File: config.mk
export PLATFORM = sky130hd
export DESIGN_NAME = knn_ctrl
export DESIGN_NICKNAME = d
export VERILOG_FILES = /design/src/rtl/knn_ctrl.sv
export SDC_FILE = /design/constraint.sdc
export NUM_CORES = 2
export LEC_CHECK = 0
export ABC_AREA = 1
export BUFFER_PORTS_ARGS = -buffer_cell sky130_fd_sc_hd__buf_2
export CAP_MARGIN = 20
export CORE_ASPECT_RATIO = 0.7
export CORE_MARGIN = 2
export CORE_UTILIZATION = 59
export CTS_CLUSTER_DIAMETER = 60
export DETAILED_ROUTE_END_ITERATION = 10
export HOLD_SLACK_MARGIN = 0.08
export PLACE_DENSITY = 0.86
export RECOVER_POWER = 100
export SLEW_MARGIN = 40
export SYNTH_ARGS = -nofsm -noshare
export SYNTH_HDL_FRONTEND = slang
export SYNTH_SLANG_ARGS = --single-unit
File: constraint.sdc
create_clock -name clk -period 18.2 [get_ports clk]
set_clock_uncertainty 0.15 [all_clocks]
set_input_delay 1.82 -clock clk [delete_from_list [all_inputs] [get_ports clk]]
set_output_delay 1.82 -clock clk [all_outputs]
set_load 0.03 [all_outputs]
File: src/rtl/knn_ctrl.sv
// Sequencer around the combinational KNN distance core: streams training points
// from the point RAM and keeps a stable, sorted list of the K nearest neighbours.
module knn_ctrl #(
  parameter int DATA_W  = 32,
  parameter int K       = 4,
  parameter int N_W     = 8,
  parameter int LABEL_W = 8,
  localparam int CNT_W  = $clog2(K + 1),
  localparam int SEL_W  = (K > 1) ? $clog2(K) : 1
) (
  input  logic                clk,
  input  logic                rst,
  input  logic                start,
  input  logic [N_W-1:0]      n_points,
  input  logic [DATA_W-1:0]   test_x,
  input  logic [DATA_W-1:0]   test_y,
  output logic                busy,
  output logic                done,
  output logic                mem_en,
  output logic [N_W-1:0]      mem_addr,
  input  logic [DATA_W-1:0]   mem_x,
  input  logic [DATA_W-1:0]   mem_y,
  input  logic [LABEL_W-1:0]  mem_label,
  output logic [DATA_W-1:0]   core_x1,
  output logic [DATA_W-1:0]   core_y1,
  output logic [DATA_W-1:0]   core_x2,
  output logic [DATA_W-1:0]   core_y2,
  input  logic [2*DATA_W-1:0] core_z,
  input  logic [SEL_W-1:0]    nb_sel,
  output logic [2*DATA_W-1:0] nb_dist,
  output logic [LABEL_W-1:0]  nb_label,
  output logic [CNT_W-1:0]    nb_count
);

  localparam logic [CNT_W-1:0] K_C = CNT_W'(K);

  typedef enum logic [2:0] {IDLE, READ, WAIT, INSERT, DONE} state_t;

  state_t               state;
  logic [DATA_W-1:0]    tx_q;
  logic [DATA_W-1:0]    ty_q;
  logic [N_W-1:0]       n_q;
  logic [N_W-1:0]       idx;
  logic [2*DATA_W-1:0]  dist_r;
  logic [LABEL_W-1:0]   lab_r;
  logic [2*DATA_W-1:0]  dist_q   [K];
  logic [LABEL_W-1:0]   lab_q    [K];
  logic [2*DATA_W-1:0]  nxt_dist [K];
  logic [LABEL_W-1:0]   nxt_lab  [K];
  logic [CNT_W-1:0]     cnt_q;
  logic [CNT_W-1:0]     pos;

  assign core_x1  = tx_q;
  assign core_y1  = ty_q;
  assign core_x2  = mem_x;
  assign core_y2  = mem_y;
  assign nb_count = cnt_q;

  // Insertion position: equal distances land behind existing entries (stable).
  always_comb begin
    pos = '0;
    for (int i = 0; i < K; i++) begin
      if (CNT_W'(i) < cnt_q && dist_q[i] <= dist_r) pos = pos + 1'b1;
    end
  end

  always_comb begin
    for (int i = 0; i < K; i++) begin
      nxt_dist[i] = dist_q[i];
      nxt_lab[i]  = lab_q[i];
      if (CNT_W'(i) == pos) begin
        nxt_dist[i] = dist_r;
        nxt_lab[i]  = lab_r;
      end else if (CNT_W'(i) > pos) begin
        nxt_dist[i] = dist_q[(i > 0) ? i - 1 : 0];
        nxt_lab[i]  = lab_q[(i > 0) ? i - 1 : 0];
      end
    end
  end

  always_ff @(posedge clk or posedge rst) begin
    if (rst) begin
      state    <= IDLE;
      busy     <= 1'b0;
      done     <= 1'b0;
      mem_en   <= 1'b0;
      mem_addr <= '0;
      tx_q     <= '0;
      ty_q     <= '0;
      n_q      <= '0;
      idx      <= '0;
      dist_r   <= '0;
      lab_r    <= '0;
      cnt_q    <= '0;
      for (int i = 0; i < K; i++) begin
        dist_q[i] <= '1;
        lab_q[i]  <= '0;
      end
    end else begin
      done   <= 1'b0;
      mem_en <= 1'b0;
      case (state)
        IDLE: begin
          if (start) begin
            tx_q  <= test_x;
            ty_q  <= test_y;
            n_q   <= n_points;
            idx   <= '0;
            cnt_q <= '0;
            busy  <= 1'b1;
            for (int i = 0; i < K; i++) begin
              dist_q[i] <= '1;
              lab_q[i]  <= '0;
            end
            if (n_points == '0) begin
              state <= DONE;
              done  <= 1'b1;
            end else begin
              state    <= READ;
              mem_en   <= 1'b1;
              mem_addr <= '0;
            end
          end
        end
        READ: state <= WAIT;
        WAIT: begin
          dist_r <= core_z;
          lab_r  <= mem_label;
          state  <= INSERT;
        end
        INSERT: begin
          if (pos < K_C) begin
            for (int i = 0; i < K; i++) begin
              dist_q[i] <= nxt_dist[i];
              lab_q[i]  <= nxt_lab[i];
            end
            if (cnt_q < K_C) cnt_q <= cnt_q + 1'b1;
          end
          idx <= idx + 1'b1;
          if (idx == n_q - 1'b1) begin
            state <= DONE;
            done  <= 1'b1;
          end else begin
            state    <= READ;
            mem_en   <= 1'b1;
            mem_addr <= idx + 1'b1;
          end
        end
        DONE: begin
          state <= IDLE;
          busy  <= 1'b0;
        end
        default: begin
          state <= IDLE;
          busy  <= 1'b0;
        end
      endcase
    end
  end

  // Slots past the valid count always read as empty, whatever they hold.
  always_comb begin
    nb_dist  = '1;
    nb_label = '0;
    if (int'(nb_sel) < K && int'(nb_sel) < int'(cnt_q)) begin
      nb_dist  = dist_q[nb_sel];
      nb_label = lab_q[nb_sel];
    end
  end

endmodule

Word-level counts from Yosys, hierarchy flattened. Index checks and enable logic that the tools add are counted.

Input bits: 213. Output and inout bits: 214. Logic and storage cells: 133. Register bits after elaboration: 457.

Bitwise gates (word level): 2. Reduce and logical (&&, ||, !) cells: 18. Mux-type cells: 56. $lt $le $gt $ge: 15. Add/sub/neg operators: 6. Eq/ne operators: 16.

Operators with widths (number): two-way mux 64 bit (10); two-way mux 256 bit (2); case mux 256 bit (2 select lines) (1); <= comparator 64 bit (4); binary-select mux 64 bit (select 2 bit) (1); two-way mux 8 bit (14); two-way mux 32 bit (2); case mux 32 bit (2 select lines) (1); case mux 8 bit (2 select lines) (2); two-way mux 3 bit (9); AND reduction 4 bit (6); binary-select mux 8 bit (select 2 bit) (1); adder 3 x 1 -> 3 bit (second input constant) (4); != test 2 bit (second input constant) (6); case mux 3 bit (4 select lines) (1); != test 3 bit (second input constant) (3); adder 8 x 1 -> 8 bit (second input constant) (1); equality test 8 bit (1); zero test 8 bit (1); two-way mux 1 bit (8); subtractor 8 x 1 -> 8 bit (second input constant) (1); equality test 2 x 3 -> 1 bit (first input constant) (2); equality test 3 x 2 -> 1 bit (second input constant) (2); > comparator 2 x 3 -> 1 bit (first input constant) (2); 17 further kinds (28).

Logic depth before layout (Yosys ltp).
Word-level depth: 14. Gate-level depth with buffers: 31. Gate-level depth less buffers: 29.

Worst setup path before layout. Ideal clock, no wire load.

Path type: input port to output port. Start: input nb_sel[0]. End: output nb_label[1]. Buffers on the path: 3. Slack: 13.010 ns. Data required time: 16.230 ns. Arrival time: 3.220 ns. Stages on the path: 5. Cells stage by stage: clkbuf_1 -> clkbuf_1 -> clkbuf_1 -> o21ai_0 -> a21oi_1.

Longest elaborated chain between the ends: 5. Elaborated cells between the ends (all ways): 6. Those cells by class: order compare: 1; mux: 4; bitwise: 1.

RTL lines: start, declared (line 29) `input logic [SEL_W-1:0] nb_sel,`; NOT 2 -> 3 bit (implied by the code) (line 167) `nb_label = lab_q[nb_sel];`; binary-select mux 8 bit (select 2 bit) (line 167); two-way mux 8 bit (implied by the code) (2 in series) (line 167); two-way mux 8 bit * (line 165) `if (int'(nb_sel) < K && int'(nb_sel) < int'(cnt_q)) begin`; end, declared (line 31) `output logic [LABEL_W-1:0] nb_label,`.

Mark *: on every way between the ends. The rest lies on a longest branch, timed or not. The select of a mux whose other input is x is not followed.

Worst setup path after layout.
Start: input nb_sel[0]. End: output nb_label[7].

The elaborated chain is that of the path after synthesis.

==> flow_results.org <==
** Routing
- Via density per instance :: 5.86
- Post-detailed-route DRC marker count :: 0
- For this run, the detailed router's first-pass iteration total came to 8.
- The routed layout has 29,108 vias.
- Residual antenna-violating net count after detailed routing :: 0
- Wire length per cell :: 19.4 um
- Total routed wirelength :: 96,600 um
- Iteration-0 DRC Markers :: 3,324

** STA
- Count of endpoints failing hold in the final timing report :: 0
- Slew HR :: -267%
- Final worst-path setup slack :: 6.77 ns
- Setup violations remaining at the end of the flow were counted as 0.
- Across all hold checks on the routed design, the worst slack comes to 0.328 ns.
- For the pin with the worst max-slew slack, the measured transition is 5.51 ns.
- The final critical path takes up 62.8% of the cycle.
- Static timing analysis puts the maximum clock frequency at 0.0875 GHz.
- Setup repair after global routing missed its margin :: false
- Shortest period the worst path allows :: 11.43 ns
- Max Slew Vio Count :: 1,323
- For the final routed database, the setup TNS stands at 0 ns.

** Setup path
- The worst setup path is of the input pin to primary output kind.
- Crit Reg-Reg Startpoint :: dist_r[61]
- For the worst setup path, the data arrival time is 9.46 ns.
- In this design, the critical path's most frequently occurring cell is sky130_fd_sc_hd__clkbuf_1.
- Category of the worst setup path capture point :: primary output
- For this run, the slowest stage of the critical path takes 2.56 ns.
- Setup slack, reg-to-reg :: 7.96 ns
- Worst R2R Path Depth :: 24
- The worst setup path is launched from an input pin.
- Standard cell with the maximum stage delay on the critical path :: sky130_fd_sc_hd__clkbuf_1
- Beginning of the critical path :: nb_sel[0]
- CP Data Required Time :: 16.23 ns
- Critical path peak fanout :: 81
- The endpoint identified for the worst register-to-register timing path is dist_q[103].
- Crit path cell chain :: clkbuf_1 -> clkbuf_1 -> clkbuf_1 -> inv_1 -> a21oi_1 -> o21ai_0 -> a21oi_1 -> clkbuf_1

** Floorplanning
- FP Rows :: 69
- Starting density of the core :: 59.4%
- For this design the top-level I/O count stands at 427.
- X dimension of the die :: 273 um
- The die covers 0.0526 sq mm.
- Placeable core area :: 0.0504 sq mm
- Die Ht :: 192 um

** Logic synthesis
- Portion of synthesized cell area occupied by the leading cell type :: 22.5%
- Number of synthesized register bits :: 457
- Counting every instance in the synthesized netlist gives 4,132.
- Of the synthesized area, sequential elements account for 39.3%.
- For this run, the leading register cell type out of synthesis is sky130_fd_sc_hd__dfstp_2.
- A synthesized cell averages 7.25 sq um.
- Of all flip-flops after synthesis, the portion carrying an async set or reset was 100%.
- Count of yosys warnings during synthesis :: 0
- Distinct cell type count of the synthesized netlist :: 46
- Top cell type by total area after synthesis :: sky130_fd_sc_hd__dfstp_2
- Cell types with the largest area share after synthesis :: sky130_fd_sc_hd__dfstp_2, sky130_fd_sc_hd__nand2_1, sky130_fd_sc_hd__dfrtp_1
- Number of enable-type register cells in the synthesized netlist :: 0
- Netlist Area Pre-Place :: 0.0299 sq mm
- Synthesized Nets :: 4,609

** Worst hold path
- The worst hold path passes through 2 cells.
- The worst hold path belongs to the class register to register.
- The worst hold path terminates at core_x1[0].
- In this run the most critical hold path is launched from core_x1[0].

** Job
- Total of max-cap violations :: 21

** Power
- Reg power frac :: 29.1%
- Cell Pwr Density :: 228 mW/mm^2
- Net switching power :: 3.84 mW
- Clock share of power :: 13.6%
- Summed over all cells, the static leakage comes to 16.8 nW.
- IR analysis of the VDD net gives a maximum drop of 0.000210 V.
- The design draws 7.40 mW.
- Switching fraction of total power :: 51.9%
- In this run, the combinational gates consume 57.4% of the power.
- Internal power of the cells :: 3.56 mW

** Final layout
- Relative to the synthesized area, the layout overhead comes to 8.66%.
- After routing the design area is 0.0325 sq mm.
- The layout has 4,359 filler cells.
- Excluding fillers, the count of instances in the completed layout stands at 4,966.
- In the final design database the tool counted 4,731 nets.
- Measured on the finished design, the core utilization comes to 64.5%.
- Antenna cells :: 0
- Fraction of layout cells with a size suffix above 1 :: 12.3%

** Clock tree
- Later-pin clock latency in the skew report :: 0.59 ns
- After clock tree synthesis, the repair step resized 0 gates.
- CTS built an H-tree with a depth of 2.
- Number of buffers inserted for hold repair after clock tree synthesis :: 0
- CTS Buf Count :: 46
- The tree is rooted in a sky130_fd_sc_hd__clkbuf_16.
- After clock tree synthesis, the setup repair step added 0 buffers.
- Number of sinks on the clock net :: 457
- TritonCTS built the clock tree.
- Clock slew at reported path FFs :: 0.06 ns
- Counting along the longest clock path gives a buffer depth of 3.

** Global routing
- The number of antenna violations at the first check in global routing is 4.
- In the global route stage, overall resource usage came out at 36.5%.
- Via count of the first global-routing pass :: 27,458
- After global routing the overflow that remains totals 0.
- Entering global routing, the biggest net connects 136 pins.
- Global-route wire length before repair :: 151,000 um

** Placement
- In this run the cell area measured after placement is 0.0313 sq mm.
- Routability congestion estimate from global placement :: 0.910
- In this run the tool buffered the top-level ports with 298 buffer cells.
- Post-Place Cells :: 4,879
- Timing analysis after detailed placement gives a worst setup slack of 11.69 ns.
- DP Wirelength :: 62,700 um

** Outcome
- The flow ran to the end, but the final reports show violations.
- Failing checks :: capacitance limit, slew limit
[power by group through the flow]
stage / registers, mW / clock network, mW / logic (mW)
2_1_floorplan: 2.13 / 0 / 2.84
3_3_place_gp: 2.13 / 0 / 3.93
3_5_place_dp: 2.12 / 0 / 4.10
4_1_cts: 2.12 / 1.01 / 4.13
5_1_grt: 2.20 / 1.05 / 4.70
6_report: 2.15 / 1.00 / 4.25
[worst max-delay path: cells and delay by family]
kind | cells | cell delay (ns)
buf+inv | 5 | 6.95
compound gates | 3 | 0.63
[cells in the mapped netlist (all sizes together) (5+ instances only)]
library cell,count
a211oi,7
a21o,5
a21oi,196
a31oi,8
buf,133
clkbuf,122
dfrtp,201
dfstp,256
ha,264
inv,441
nand2,1505
nand3,318
nand4,22
nor2,275
nor3,25
nor4,6
o211ai,75
o21a,10
o21ai,228
xnor2,8
[area by class of cell]
cell class / instances / area (sq um) / area share (%)
Timing Repair Buffer: 329 / 1540 / 4.73
Tap cell: 674 / 843 / 2.59
Multi-Input combinational cell: 2978 / 15200 / 46.6
Inverter: 442 / 1660 / 5.11
Sequential cell: 457 / 11800 / 36.1
Clock buffer: 70 / 1400 / 4.29
Clock inverter: 16 / 170 / 0.523
[cell families after synthesis]
| family | after synthesis | synth area share [%] |
|---|---|---|
| simple gates | 2158 | 29.2 |
| buf+inv | 697 | 10.0 |
| compound gates | 542 | 10.0 |
| flops | 457 | 39.3 |
| fa+ha+maj | 264 | 11.0 |
| xor+xnor | 12 | 0.351 |
| mux | 2 | 0.0752 |
[how the worst max path moves through the flow]
stage | endpoint | slack, ns | cells past startpoint
floorplan | busy | 3.91 | 1
global placement | dist_q[90] | 11.58 | 23
detailed placement | dist_q[99] | 11.69 | 23
CTS | dist_q[99] | 11.65 | 23
global route | nb_label[0] | 6.34 | 8
finish | nb_label[7] | 6.77 | 8
[layer usage]
layer  GRT usage [%]  up-vias  share of wire (%)
met3            9.78      304                 13
li1                -    13382                  -
met2            54.3     1912                 42
met1            50.4    13504                 40
met5               0        -              0.035
met4            15.2        6                4.2
[state kept, by name, indices dropped and copies added (netlist names)]
| name | flops |
|---|---|
| dist_q | 256 |
| dist_r | 64 |
| core_x1 | 32 |
| core_y1 | 32 |
| lab_q | 32 |
| idx | 8 |
| lab_r | 8 |
| mem_addr | 8 |
| n_q | 8 |
| nb_count | 3 |
| state | 3 |
| busy | 1 |
| done | 1 |
| mem_en | 1 |
[cells in the final DEF (no fill, tap or decap), types with 5 or more instances in the layout]
master,synthesis,routed
sky130_fd_sc_hd__a211oi_1,7,7
sky130_fd_sc_hd__a21o_1,5,5
sky130_fd_sc_hd__a21oi_1,196,196
sky130_fd_sc_hd__a31oi_1,8,8
sky130_fd_sc_hd__buf_2,35,149
sky130_fd_sc_hd__buf_4,76,8
sky130_fd_sc_hd__buf_6,7,6
sky130_fd_sc_hd__clkbuf_1,122,175
sky130_fd_sc_hd__clkbuf_16,0,49
sky130_fd_sc_hd__clkbuf_8,0,9
sky130_fd_sc_hd__clkinv_2,0,8
sky130_fd_sc_hd__dfrtp_1,201,201
sky130_fd_sc_hd__dfstp_2,256,256
sky130_fd_sc_hd__ha_1,264,264
sky130_fd_sc_hd__inv_1,428,429
sky130_fd_sc_hd__inv_2,13,10
sky130_fd_sc_hd__nand2_1,1494,1499
sky130_fd_sc_hd__nand3_1,316,316
sky130_fd_sc_hd__nand4_1,22,22
sky130_fd_sc_hd__nor2_1,270,271
sky130_fd_sc_hd__nor3_1,24,23
sky130_fd_sc_hd__nor4_1,6,6
sky130_fd_sc_hd__o211ai_1,75,75
sky130_fd_sc_hd__o21a_1,10,10
sky130_fd_sc_hd__o21ai_0,219,225
sky130_fd_sc_hd__xnor2_1,8,8
(Power assumes the default switching activity.)
